### src/rtl/alu_arbiter.sv
// alu_arbiter: two requesters share one ALU (AND/OR/XOR/ADD) through an
// IDLE -> EXEC -> RESP handshake. Accept in IDLE, compute in EXEC, hold the
// result in RESP until the consumer takes it.
// Optional feature: define ALU_ARBITER_RR_EN for round-robin arbitration on
// simultaneous requests; otherwise requester 0 has fixed priority.
module alu_arbiter #(
  parameter int WIDTH = 32
) (
  input  logic             clk,
  input  logic             rst_n,
  input  logic             req0_valid,
  output logic             req0_ready,
  input  logic [1:0]       req0_op,
  input  logic [WIDTH-1:0] req0_a,
  input  logic [WIDTH-1:0] req0_b,
  input  logic             req1_valid,
  output logic             req1_ready,
  input  logic [1:0]       req1_op,
  input  logic [WIDTH-1:0] req1_a,
  input  logic [WIDTH-1:0] req1_b,
  output logic             rsp_valid,
  input  logic             rsp_ready,
  output logic [WIDTH-1:0] rsp_data,
  output logic             rsp_id
);

  typedef enum logic [1:0] {
    IDLE = 2'b00,
    EXEC = 2'b01,
    RESP = 2'b10
  } state_t;

  state_t           state;
  state_t           state_nxt;
  logic             prefer0;
  logic             accept;

  logic [1:0]       op_p0;
  logic [WIDTH-1:0] a_p0;
  logic [WIDTH-1:0] b_p0;
  logic             id_p0;

  logic [WIDTH-1:0] data_p1;
  logic             id_p1;

  // Shared ALU; ADD wraps modulo 2^WIDTH (carry out discarded).
  function automatic logic [WIDTH-1:0] alu_calc(
    input logic [1:0]       op,
    input logic [WIDTH-1:0] a,
    input logic [WIDTH-1:0] b
  );
    logic [WIDTH-1:0] res;
    case (op)
      2'b00:   res = a & b;
      2'b01:   res = a | b;
      2'b10:   res = a ^ b;
      default: res = a + b;
    endcase
    return res;
  endfunction

`ifdef ALU_ARBITER_RR_EN
  logic last_grant;

  // Remember who was granted last; reset points at requester 1 so that
  // requester 0 wins the first contention.
  always_ff @(posedge clk) begin
    if (!rst_n) begin
      last_grant <= 1'b1;
    end else if (accept) begin
      last_grant <= req1_ready;
    end
  end

  assign prefer0 = last_grant;
`else
  assign prefer0 = 1'b1;
`endif

  // State register.
  always_ff @(posedge clk) begin
    if (!rst_n) begin
      state <= IDLE;
    end else begin
      state <= state_nxt;
    end
  end

  // Next state and one-hot grant; readies only ever come from IDLE.
  always_comb begin
    state_nxt  = state;
    req0_ready = 1'b0;
    req1_ready = 1'b0;
    case (state)
      IDLE: begin
        if (rst_n) begin
          if (req0_valid && (!req1_valid || prefer0)) begin
            req0_ready = 1'b1;
            state_nxt  = EXEC;
          end else if (req1_valid) begin
            req1_ready = 1'b1;
            state_nxt  = EXEC;
          end
        end
      end
      EXEC: state_nxt = RESP;
      RESP: begin
        if (rsp_ready) begin
          state_nxt = IDLE;
        end
      end
      default: state_nxt = IDLE;
    endcase
  end

  assign accept = req0_ready | req1_ready;

  // ---- stage p0: capture the granted request ----
  // Operands are captured only on accept, so later input changes are ignored.
  always_ff @(posedge clk) begin
    if (accept) begin
      op_p0 <= req1_ready ? req1_op : req0_op;
      a_p0  <= req1_ready ? req1_a  : req0_a;
      b_p0  <= req1_ready ? req1_b  : req0_b;
      id_p0 <= req1_ready;
    end
  end

  // ---- stage p1: ALU result, held through RESP ----
  // Result and owner register at the end of EXEC and stay put otherwise.
  always_ff @(posedge clk) begin
    if (!rst_n) begin
      data_p1 <= '0;
      id_p1   <= 1'b0;
    end else if (state == EXEC) begin
      data_p1 <= alu_calc(op_p0, a_p0, b_p0);
      id_p1   <= id_p0;
    end
  end

  assign rsp_valid = (state == RESP);
  assign rsp_data  = data_p1;
  assign rsp_id    = id_p1;

endmodule

### config.mk
export PLATFORM = sky130hd
export DESIGN_NAME = alu_arbiter
export DESIGN_NICKNAME = d
export VERILOG_FILES = /design/src/rtl/alu_arbiter.sv
export SDC_FILE = /design/constraint.sdc
export NUM_CORES = 1
export LEC_CHECK = 0
export CORE_UTILIZATION = 25
export CTS_BUF_LIST = sky130_fd_sc_hd__clkbuf_4 sky130_fd_sc_hd__clkbuf_8
export CTS_CLUSTER_DIAMETER = 30
export DETAILED_ROUTE_END_ITERATION = 12
export SLEW_MARGIN = 20
export SYNTH_ARGS = -nofsm -noshare
export SYNTH_HDL_FRONTEND = slang
export SYNTH_SLANG_ARGS = --single-unit
### constraint.sdc
create_clock -name clk -period 3.8 [get_ports clk]
set_input_delay 1.14 -clock clk [delete_from_list [all_inputs] [get_ports clk]]
set_output_delay 1.14 -clock clk [all_outputs]
set_load 0.05 [all_outputs]
# Word-level counts from Yosys, hierarchy flattened
# Index checks and enable logic that the tools add are counted.
# word_totals
out_inout_bits	36
inputBits	137
regBits	102
elab_cells	36
# classes
add_sub_neg	1
eq_ne	6
bitwise_logic	4
muxes	15
reduce_logical	3
# ops
operator	count
32-bit one-hot mux with 3 select lines	1
32-bit two-way mux	2
32-bit adder	1
32-bit AND	1
32-bit bitwise OR	1
32-bit bitwise XOR	1
2-bit two-way mux	4
1-bit two-way mux	7
2-bit one-hot mux with 3 select lines	1
2-bit by 1-bit equality test with 1-bit output (second input constant)	2
2-bit equality test (second input constant)	2
2-bit logical NOT	2
3-bit inequality test (second input constant)	1
2-bit by 1-bit inequality test with 1-bit output (second input constant)	1
2-bit AND reduction	1
1-bit bitwise OR	1

# Longest topological paths before layout
# depth
word_depth	5
ltp_mapped	10
ltp_nobuf	9

# Worst setup path before layout
# Ideal clock, no wire load.
# synth_path
kind	input to output
startpoint	in rst_n
endpoint	out req1_ready
stages	5
setup_slack_ns	0.280
required_time_ns	2.660
arrival_time_ns	2.380
path_buffers	1
cell_sequence	inv_1 > nor3_1 > nand3b_1 > inv_1 > clkbuf_1
# synth_via
elab_chain_len	2
# synth_lines
item	line_no	source
from (decl)	10	input logic rst_n,
1-bit two-way mux	96	if (rst_n) begin
1-bit two-way mux	94	case (state)
to (decl)	17	output logic req1_ready,
# Every way passes these cells.

# Worst setup path in the final report
# Ends and elaborated chain as after synthesis.

==> metrics.txt <==
run status completed; type of origin of the critical path primary input; post-synthesis instance total between 900 and 1000; final layout net count about 1300; TritonCTS clock tree yes; number of enable-type register cells in the synthesized netlist 67; area fraction of the dominant cell type after synthesis 27.31%; final setup violation count 0; type of destination of the critical path output port; synth top area cells sky130_fd_sc_hd__edfxtp_1 27%, sky130_fd_sc_hd__nand2_1 13%, sky130_fd_sc_hd__ha_1 11%; share of the clock period used by the worst path after layout 95.29%; deepest clock path buffer count 2; most common cell after layout, fill and taps aside sky130_fd_sc_hd__nand2_1; number of maximum-capacitance violations 0; source of the worst hold timing path rsp_data[7]; GR Util met1 between 10% and 20%; met2 track demand over resource in global routing between 20% and 30%; min Tclk post-route 3621 ps; aggregate negative setup slack 0 ps; dpl cells 1433; Die X-Extent 173.7 um; initial antenna violation count 1; count of buffers inserted at the top-level ports around 170; count of boundary I/O pins 173; met3 Resource Use GR ~3.1%; sequential area share after synthesis 36.82%; post-CTS setup-driven buffer insertion count 0; number of synthesized register bits about 100; CTS hold repair buffers 0; CP Max Fanout 2; overall routing resource usage 14.61%; starting density of the core 25.53%; synthesized net count around 1100; estimated wirelength of the detail-placed design about 16000 um; pin count of the biggest net entering global routing 80; area of the mapped netlist 0.007367 sq mm; worst min-delay path class reg2reg; placeable core area 0.02886 sq mm; H-tree levels 3; Die Y-Extent approximately 170 um; Inserted Clock Buffers 9; final core utilization around a third; Clock Skews 16.05 ps; number of diodes added for antenna fixing 0; area growth from synthesis to layout 30.66%; CTS root buf sky130_fd_sc_hd__clkbuf_8; clock tree sinks around 100; Rel. slew slack 41.74%; final cell count without fillers 1449; number of remaining DRC errors 0; starting DRC count in detailed routing approximately 290; Final Hold Violating Endpoints 0; data required time of the worst path between 2000 and 3000 ps; data arrival at the endpoint of the critical path 2480 ps; average cell area after synthesis 8.034 sq um; leakage power figure about 4.0 nW; first-pass GRT wire length 34550 um; number of max-slew violations in the final report 0; global route overflow 0; post-layout power 3.216 mW; remaining number of nets flagged by the antenna check after routing 0; Cell variety after synth 69; worst setup slack after layout 179.1 ps; CTS clock-pin slew for the worst setup and hold paths 100 ps; unrepaired setup endpoints after global routing no; Vias 6701; First-pass DRT Iterations 4; power per unit of standard cell area 334.1 mW/mm^2; highest-utilization routing layer at the global route stage met2; average wire per cell in the routed design 15.15 um; worst vdd rail ir drop between 0.0001 and 0.00015 V; r2r startpoint a_p0[0]; cell taking the most area after synthesis sky130_fd_sc_hd__edfxtp_1; synth warn 0; crit path from rst_n; actual transition at the worst max-transition pin slightly below 900 ps; Std-Cell Rows between 60 and 70; placement-stage worst setup slack 139.7 ps; insertion delay to the later sink of the worst-skew pair 400 ps; Top FF cell, synth sky130_fd_sc_hd__edfxtp_1; commonest cells after routing, fill and taps aside 252 x sky130_fd_sc_hd__nand2_1, 170 x sky130_fd_sc_hd__clkdlybuf4s50_1, 77 x sky130_fd_sc_hd__a21oi_1; final RePlAce weighted congestion 0.8671; Total Die Area 0.03016 sq mm; classification of the worst setup path in2out; number of global-route vias before repair 6474; maximum clock frequency 276.2 MHz; via-per-instance ratio 4.625; quantity of gates resized following cts 0; aggregate routed wire length 21950 um; Async SR Flop Fraction 0%; share of post-route cells with drive strength above 1 4.695%
==> worst paths after layout <==
check	end	slack [ps]	cells after the start
worst max-delay path	req1_ready	180	6
worst min-delay path	rsp_data[7]	460	2
worst max register to register	rsp_data[18]	910	10
worst min register to register	rsp_data[7]	460	2
==> synth_stat cells, drive strengths merged (4+ instances only) <==
| cell | number |
|---|---|
| nand2 | 252 |
| a21oi | 79 |
| inv | 73 |
| edfxtp | 67 |
| ha | 64 |
| o21ai | 61 |
| nor2 | 51 |
| clkbuf | 44 |
| dfxtp | 35 |
| a211oi | 24 |
| o211ai | 15 |
| xnor2 | 13 |
| nand3 | 11 |
| o21a | 11 |
| a21o | 9 |
| xor2 | 9 |
| buf | 8 |
| nand2b | 7 |
| nor2b | 7 |
| and2 | 6 |
| nand4 | 6 |
| nor3 | 6 |
| a31oi | 4 |
| mux2i | 4 |
| o221ai | 4 |
| o31ai | 4 |
==> cells by family after synthesis <==
kind of cell | synth area share, %
flops | 36.82
buf+inv | 7.490
compound gates | 20.64
simple gates | 20.30
fa+ha+maj | 11.14
mux | 1.002
xor+xnor | 2.616
==> per-stage QoR <==
| stage | hold slack, ps | cell area, sq um |
|---|---|---|
| finish | 460.1 | 9625 |
| global route | 490.1 | 9625 |
| CTS | 461.7 | 9625 |
| global placement | 444.0 | 9428 |
| detailed placement | 449.2 | 9428 |
| floorplan | 471.3 | 7367 |
==> critical path, stage by stage <==
cell and delay (ps):
sky130_fd_sc_hd__clkdlybuf4s50_1 480, sky130_fd_sc_hd__inv_1 60, sky130_fd_sc_hd__nor3_1 280, sky130_fd_sc_hd__nand3b_1 210, sky130_fd_sc_hd__inv_2 170, sky130_fd_sc_hd__buf_12 150
==> area by class of cell <==
type / count / area (sq um)
Clock buffer: 11 / 138.9
Clock inverter: 5 / 58.81
Fill cell: 3063 / 19230
Inverter: 74 / 277.8
Multi-Input combinational cell: 689 / 4113
Sequential cell: 102 / 2713
Tap cell: 384 / 480.5
Timing Repair Buffer: 184 / 1844
==> metal layers <==
metal	vias up	share of wire, %	wire (um)
li1	3408	-	-
met1	3122	44	9645
met2	147	49	10650
met3	22	5.7	1257
met4	2	1.8	386
met5	-	0.059	13
==> state kept, by name (all words and copies together) (netlist names) <==
signal and cells:
rsp_data 32, rsp_id 1, state 2, op_p0 2
id_p0 1, b_p0 32, a_p0 32
==> where the power goes <==
| part | leakage (nW) | total [mW] | switching, mW | internal, mW |
|---|---|---|---|---|
| sequential | 0.918 | 1.35 | 0.0576 | 1.29 |
| clock | 0.0984 | 0.745 | 0.424 | 0.322 |
| combinational | 2.97 | 1.12 | 0.659 | 0.463 |
Note: power is estimated with default switching activity, not from simulation.
